## src/rtl/mempool_dma_req_splitter.sv

```systemverilog
// Splits one DMA request into sub-transfers that never cross a MaxChunkBytes
// boundary on either the source or the destination side.
//
// state | meaning
// IDLE  | ready for a new request, no chunk pending
// SPLIT | presenting chunks of the latched request until the last one is taken
module mempool_dma_req_splitter #(
  parameter int unsigned AddrWidth     = 32,
  parameter int unsigned IdWidth       = 2,
  parameter int unsigned AttrWidth     = 15,
  parameter int unsigned MaxChunkBytes = 4096
) (
  input  logic                 clk_i,
  input  logic                 rst_ni,
  input  logic                 req_valid_i,
  output logic                 req_ready_o,
  input  logic [IdWidth-1:0]   req_id_i,
  input  logic [AddrWidth-1:0] req_src_i,
  input  logic [AddrWidth-1:0] req_dst_i,
  input  logic [AddrWidth-1:0] req_num_bytes_i,
  input  logic [AttrWidth-1:0] req_attr_i,
  output logic                 chunk_valid_o,
  input  logic                 chunk_ready_i,
  output logic [IdWidth-1:0]   chunk_id_o,
  output logic [AddrWidth-1:0] chunk_src_o,
  output logic [AddrWidth-1:0] chunk_dst_o,
  output logic [AddrWidth-1:0] chunk_num_bytes_o,
  output logic [AttrWidth-1:0] chunk_attr_o,
  output logic                 chunk_last_o,
  output logic                 busy_o
);

  localparam logic [AddrWidth:0]   MaxChunk = (AddrWidth+1)'(MaxChunkBytes);
  localparam logic [AddrWidth-1:0] OffMask  = AddrWidth'(MaxChunkBytes - 1);

  typedef enum logic {IDLE, SPLIT} state_e;

  state_e               state_q, state_d;
  logic [IdWidth-1:0]   id_q;
  logic [AddrWidth-1:0] src_q, dst_q, rem_q;
  logic [AttrWidth-1:0] attr_q;
  logic [AddrWidth:0]   src_room, dst_room, len;
  logic                 last, handshake, accept;

  // One extra bit keeps a full MaxChunkBytes room representable without wrap.
  always_comb begin
    src_room = MaxChunk - {1'b0, src_q & OffMask};
    dst_room = MaxChunk - {1'b0, dst_q & OffMask};
    len      = {1'b0, rem_q};
    if (src_room < len) len = src_room;
    if (dst_room < len) len = dst_room;
  end

  assign last      = ({1'b0, rem_q} == len);
  assign accept    = (state_q == IDLE) && req_valid_i;
  assign handshake = (state_q == SPLIT) && chunk_ready_i;

  always_comb begin
    state_d = state_q;
    case (state_q)
      IDLE:    if (req_valid_i) state_d = SPLIT;
      SPLIT:   if (chunk_ready_i && last) state_d = IDLE;
      default: state_d = IDLE;
    endcase
  end

  always_ff @(posedge clk_i or negedge rst_ni) begin
    if (!rst_ni) state_q <= IDLE;
    else         state_q <= state_d;
  end

  always_ff @(posedge clk_i or negedge rst_ni) begin
    if (!rst_ni) begin
      id_q   <= '0;
      src_q  <= '0;
      dst_q  <= '0;
      rem_q  <= '0;
      attr_q <= '0;
    end else if (accept) begin
      id_q   <= req_id_i;
      src_q  <= req_src_i;
      dst_q  <= req_dst_i;
      rem_q  <= req_num_bytes_i;
      attr_q <= req_attr_i;
    end else if (handshake && !last) begin
      src_q <= src_q + len[AddrWidth-1:0];
      dst_q <= dst_q + len[AddrWidth-1:0];
      rem_q <= rem_q - len[AddrWidth-1:0];
    end
  end

  assign req_ready_o       = (state_q == IDLE);
  assign chunk_valid_o     = (state_q == SPLIT);
  assign busy_o            = (state_q == SPLIT);
  assign chunk_id_o        = id_q;
  assign chunk_src_o       = src_q;
  assign chunk_dst_o       = dst_q;
  assign chunk_num_bytes_o = len[AddrWidth-1:0];
  assign chunk_attr_o      = attr_q;
  assign chunk_last_o      = last;

  if (((MaxChunkBytes & (MaxChunkBytes - 1)) != 0) || (MaxChunkBytes < 4)) begin : gen_bad_chunk
    $error("MaxChunkBytes must be a power of two and at least 4");
  end

`ifndef SYNTHESIS
  logic [AddrWidth-1:0] total_q, sent_q, chunk_end;

  assign chunk_end = src_q + len[AddrWidth-1:0] - AddrWidth'(1);

  always_ff @(posedge clk_i or negedge rst_ni) begin
    if (!rst_ni) begin
      total_q <= '0;
      sent_q  <= '0;
    end else if (accept) begin
      total_q <= req_num_bytes_i;
      sent_q  <= '0;
    end else if (handshake) begin
      sent_q <= sent_q + len[AddrWidth-1:0];
    end
  end

  always_ff @(posedge clk_i) begin
    if (rst_ni && handshake) begin
      assert (len == '0 || ((src_q ^ chunk_end) & ~OffMask) == '0)
        else $error("chunk crosses a source boundary");
      assert (!last || (sent_q + len[AddrWidth-1:0]) == total_q)
        else $error("chunk lengths do not sum to the request length");
    end
  end
`endif

endmodule
```

## config.mk

```make
export PLATFORM = sky130hd
export DESIGN_NAME = mempool_dma_req_splitter
export DESIGN_NICKNAME = d
export VERILOG_FILES = /design/src/rtl/mempool_dma_req_splitter.sv
export SDC_FILE = /design/constraint.sdc
export NUM_CORES = 1
export LEC_CHECK = 0
export ABC_AREA = 0
export BUFFER_PORTS_ARGS = -buffer_cell sky130_fd_sc_hd__buf_4
export CORE_MARGIN = 2
export CORE_UTILIZATION = 25
export CTS_CLUSTER_SIZE = 12
export DETAILED_ROUTE_END_ITERATION = 12
export PLACE_DENSITY = 0.55
export SLEW_MARGIN = 20
export SYNTH_ARGS = -nofsm -noshare
export SYNTH_HDL_FRONTEND = slang
export SYNTH_SLANG_ARGS = --single-unit
```

## constraint.sdc

```tcl
create_clock -name clk_i -period 13.8 [get_ports clk_i]
set_clock_uncertainty 0.15 [all_clocks]
set_input_delay 1.38 -clock clk_i [delete_from_list [all_inputs] [get_ports clk_i]]
set_output_delay 1.38 -clock clk_i [all_outputs]
set_load 0.1 [all_outputs]
```

After elaboration in Yosys (flattened, before gate mapping)
Cells that the tools add are included.

Multiplexer cells: 11. Shift-type cells: 0. Multipliers: 0. Add/sub/neg operators: 5. Order comparisons: 2. Eq/ne operators: 1. Reduce and logical (&&, ||, !) cells: 6. Divide/modulo/power cells: 0. Bitwise logic cells: 1.

Operator list (number): 32-bit 2-to-1 mux (6); 33-bit 2-to-1 mux (2); 32-bit adder (2); 32-bit by 33-bit equality test with 1-bit output (1); 33-bit by 32-bit < comparator with 1-bit output (1); 33-bit < comparator (1); 32-bit subtractor (1); 13-bit by 12-bit subtractor with 14-bit output, first input constant (2); 1-bit logical AND (4); 1-bit 2-to-1 mux (2); 1-bit one-hot mux with 2 select lines (1); 2-bit nonzero test (1); 1-bit zero test (1); 1-bit NOT (1).

Word-level logic and storage cells: 32. Latch bits: 0. Input port bits: 117. Bits in writable memories: 0. Memories kept: 0. Register bits: 114. Output and inout port bits: 117. Bits in read-only memories: 0.

Logic depth before layout (Yosys ltp)
Depth in word-level cells: 10. Mapped depth: 38. Mapped depth without buffers: 37.

Worst setup path after synthesis
No wires, ideal clock.

Kind: flip-flop to output port. Start point: register src_q[1], in the netlist chunk_src_o[1]. End point: output port chunk_last_o. Arrival time: 8.572 ns. Buffers on the path: 2. Slack: 3.698 ns. Required time: 12.270 ns. Stages on the path, launching flop included: 29. Cell sequence: dfrtp_1 -> inv_1 -> ha_1 -> inv_1 -> or4_1 -> nor3_1 -> xnor2_1 -> ha_1 -> o21a_1 -> o21ai_0 -> nand2b_1 -> a21oi_1 -> or4_4 -> nor2_1 -> buf_2 -> mux2i_1 -> ha_1 -> a21o_1 -> a21o_1 -> a21oi_1 -> inv_1 -> o41ai_4 -> buf_6 -> mux2i_1 -> ha_1 -> nand4_1 -> nor4_1 -> nand3_1 -> inv_1.

Cells in the longest elaborated chain, start to end: 6.

Ends and longest elaborated chain: start, declared (line 40) `logic [AddrWidth-1:0] src_q, dst_q, rem_q;`; start signal, assigned (line 81) `src_q <= req_src_i;`; start signal, assigned (line 86) `src_q <= src_q + len[AddrWidth-1:0];`; 13-bit by 12-bit subtractor with 14-bit output (*) (line 47) `src_room = MaxChunk - {1'b0, src_q & OffMask};`; 33-bit by 32-bit < comparator with 1-bit output (line 50) `if (src_room < len) len = src_room;`; 33-bit 2-to-1 mux (*) (line 50); 33-bit < comparator (line 51) `if (dst_room < len) len = dst_room;`; 33-bit 2-to-1 mux (*) (line 51); named net chunk_num_bytes_o[0] (line 27) `output logic [AddrWidth-1:0] chunk_num_bytes_o,`; 32-bit by 33-bit equality test with 1-bit output (*) (line 54) `assign last = ({1'b0, rem_q} == len);`; end, declared (line 29) `output logic chunk_last_o,`.

Mark *: on every way through the listed nets, which the timed path passes. The rest lies on a longest branch.

Worst setup path in the final report
Start point: register src_q[0], in the netlist chunk_src_o[0]. End point: register src_q[30], in the netlist chunk_src_o[30].

Cells in the longest elaborated chain, start to end: 9. Elaborated cells between the ends (all ways): 12. Classes of those cells: 2 x add/sub; 2 x order compare; 1 x eq/ne; 4 x mux; 3 x reduce/logical.

Ends and longest elaborated chain: branches (longest 9 deep; another with 33-bit by 32-bit < comparator with 1-bit output).

Several ways; the timed one is not identified. The select of a mux whose other input is x is not followed. A chain may end at the register's enable or synchronous reset.

==> results.md <==
* Nature of the critical path startpoint: flop
* Reported max-cap violation count at 0
* Count of antenna-violating nets left after detailed routing at 0
* Number of cells traversed by the worst register-to-register path at 37
* RSZ-0062 raised after global routing: no
* Global-route wire length before repair at just over 60000 µm
* Origin of the worst min-delay path: chunk_attr_o[5]$_DFFE_PN0P_
* Final RePlAce weighted congestion at 0.863
* Max clock buf depth at 2
* Slew Limit Fails at 0
* Commonest cells after routing, fill and taps aside: 222 x buf_4, 170 x nand2_1, 157 x a21oi_1
* Total CTS buffers at 17
* Flip-flop and latch count after synthesis at about 110
* Capturing element type of the critical path: flop
* Number of instances resized during post-cts repair at 0
* Drt pass-1 iters at 5
* Highest Clock Rate at roughly 100 MHz
* Die Outline Area at 0.0464 mm²
* Type of the setup path with the least slack: reg -> reg
* Vias per std cell at roughly 5
* Worst r2r dst: chunk_src_o[30]$_DFFE_PN0P_
* Number of failing setup endpoints in the final timing report at 0
* Die span in y at 215 µm
* Die boundary width at 215 µm
* Unique masters post-synth at 67
* Library cell with the largest summed area after synthesis: dfrtp_1
* Number of DRC violations after detailed-routing iteration 0 at 618
* Hold EP: chunk_attr_o[5]$_DFFE_PN0P_
* Min-delay worst type: reg -> reg
* Relative slew slack at 0.307
* Pin count of the biggest net entering global routing at 89
* Final std cells w/o fill at roughly 2300
* Ys Warns at 0
* Min Clock Period, post-route at a little under 10 ns
* Post-detailed-route DRC marker count at 0
* Insertion delay to the later sink of the worst-skew pair at ~0.46 ns
* Fraction of layout instances using a drive strength above 1 at 0.165
* Hold Crit Depth at 2
* Total routing resource utilization after global routing at 0.170
* Critical Path RT at between 10 and 15 ns
* Vias in the first global route at roughly 11000
* Synth top area cells: dfrtp_1 26%, ha_1 14%, a21oi_1 7.0%, nand2_1 5.7%, o21ai_0 5.3%
* Commonest non-fill, non-tap cell in the layout: buf_4
* Max FO, Critical Path at 17
* FFs w/ async S/R, synth at 1.00
* Post-route worst setup slack at slightly above 4 ns
* Number of cells after detailed placement at approximately 2200
* Top-level I/O count at between 200 and 250
* Mean routed wirelength per cell at 17.2 µm
* P&R area growth vs syn at 27.6%
* Number of nets in the final layout at between 1500 and 2000
* Netlist area before placement at around 0.011 mm²
* EDFF count, synth at 0
* Count of mapped cells out of synthesis at 1411
* Root Driver: clkbuf_16
* Total vias in the final route at 11100
* Setup slack of the most critical reg-to-reg path at just over 4 ns
* Proportion of synthesized chip area in sequential cells at 0.256
* Final cell area excluding filler cells at between 0.01 and 0.015 mm²
* Master of the slowest instance on the critical path: o41ai_4
* Slowest stage delay, CP at 0.57 ns
* Commonest register cell after synthesis: dfrtp_1
* Status: finished clean
* Total half-perimeter wirelength after legalization and detailed placement at 30100 µm
* Arrival time reported for the critical path endpoint at 9.86 ns
* Total Negative Setup Slacks at 0 ns
* Worst Max-Slew Pin Slew at 1.03 ns
* Total routed wirelength at just under 40000 µm
* Count of hold buffers inserted by post-cts repair at 0
* Area of the placeable core at about 0.044 mm²
* H-tree lvl count at 4
* Period utilization at 0.703
* Dpl ws at around 4.2 ns
* Yosys top cell area share at 0.256
* Row count at between 70 and 80
* Clock sink count at approximately 110
* Leftover overflow at the end of global routing at 0
* Final hold violation count at 0
* CTS tree: yes
* Startpoint of the worst register-to-register path: chunk_src_o[0]$_DFFE_PN0P_
* Starting density of the core at 0.253
* Total of buffers placed on input and output ports at roughly 210
* Post-detailed-placement cell area at approximately 0.014 mm²
* Initial antenna violation count at 3
* Synth Area per Inst at roughly 7.9 µm²
* Setup Fix Bufs, Post-CTS at 0
* Clock transition at the registers of the reported paths at ~0.060 ns
==> cells by family (layout without fill, tap and decap cells) <==
logic type | count (synthesis) | count (layout) | share of synthesized area
simple gates | 465 | 465 | 0.195
compound gates | 443 | 443 | 0.239
fa+ha+maj | 132 | 132 | 0.150
buf+inv | 121 | 305 | 0.0485
flops | 114 | 114 | 0.256
xor+xnor | 90 | 90 | 0.0706
mux | 44 | 44 | 0.0411
other cells | 2 | 84 | 0.000673
==> how the worst max path moves through the flow <==
stage                               start                          end  depth (start not counted)
2_1_floorplan  chunk_src_o[1]$_DFFE_PN0P_                 chunk_last_o                         28
3_3_place_gp   chunk_src_o[0]$_DFFE_PN0P_  chunk_src_o[30]$_DFFE_PN0P_                         37
3_5_place_dp   chunk_src_o[0]$_DFFE_PN0P_  chunk_src_o[30]$_DFFE_PN0P_                         37
4_1_cts        chunk_src_o[0]$_DFFE_PN0P_  chunk_src_o[30]$_DFFE_PN0P_                         37
5_1_grt        chunk_src_o[0]$_DFFE_PN0P_  chunk_src_o[30]$_DFFE_PN0P_                         37
6_report       chunk_src_o[0]$_DFFE_PN0P_  chunk_src_o[30]$_DFFE_PN0P_                         37
==> sequential cells by signal, summed over array words and instances (netlist names) <==
signal	count
chunk_attr_o	15
rem_q	32
chunk_src_o	32
chunk_id_o	2
chunk_dst_o	32
busy_o	1
==> critical path: cells and delay by family (launching register included) <==
family	cells	cell delay, ns
buf+inv	5	0.92
mux	3	1.04
flops	1	0.52
xor+xnor	1	0.15
compound gates	14	3.14
simple gates	9	2.07
fa+ha+maj	5	1.55
==> cell type report <==
type | count | area [µm²]
Fill cell | 4807 | 29900
Multi-Input combinational cell | 1257 | 8100
Sequential cell | 114 | 2850
Timing Repair Buffer | 223 | 1680
Tap cell | 592 | 741
Clock buffer | 17 | 425
Clock inverter | 15 | 254
Inverter | 50 | 188
Antenna cell | 1 | 2.50
==> Yosys cell counts, types with 21 or more instances <==
master    instances
nand2_1         171
a21oi_1         157
ha_1            129
o21ai_0         119
nor2_1          117
dfrtp_1         114
a21o_1           56
inv_1            50
xnor2_1          50
clkbuf_1         48
and3_1           40
xor2_1           40
mux2i_1          29
nor3_1           29
a31oi_1          24
nand3_1          22
buf_4            21
==> per-layer routing <==
metal	global-route usage	vias up	share of wire
met5	0	-	0.00069
met4	0.0561	4	0.021
met3	0.0408	47	0.057
met2	0.271	295	0.45
met1	0.224	5217	0.47
li1	-	5503	-
==> stage by stage <==
step,utilization,hold WS (ns)
2_1_floorplan,-,0.356
3_3_place_gp,0.307,0.310
3_5_place_dp,0.307,0.313
4_1_cts,0.323,0.341
5_1_grt,0.323,0.368
6_report,0.323,0.329
Power is not shown: default switching activity piles up to over one toggle a cycle in this logic, so the estimate is an artifact.
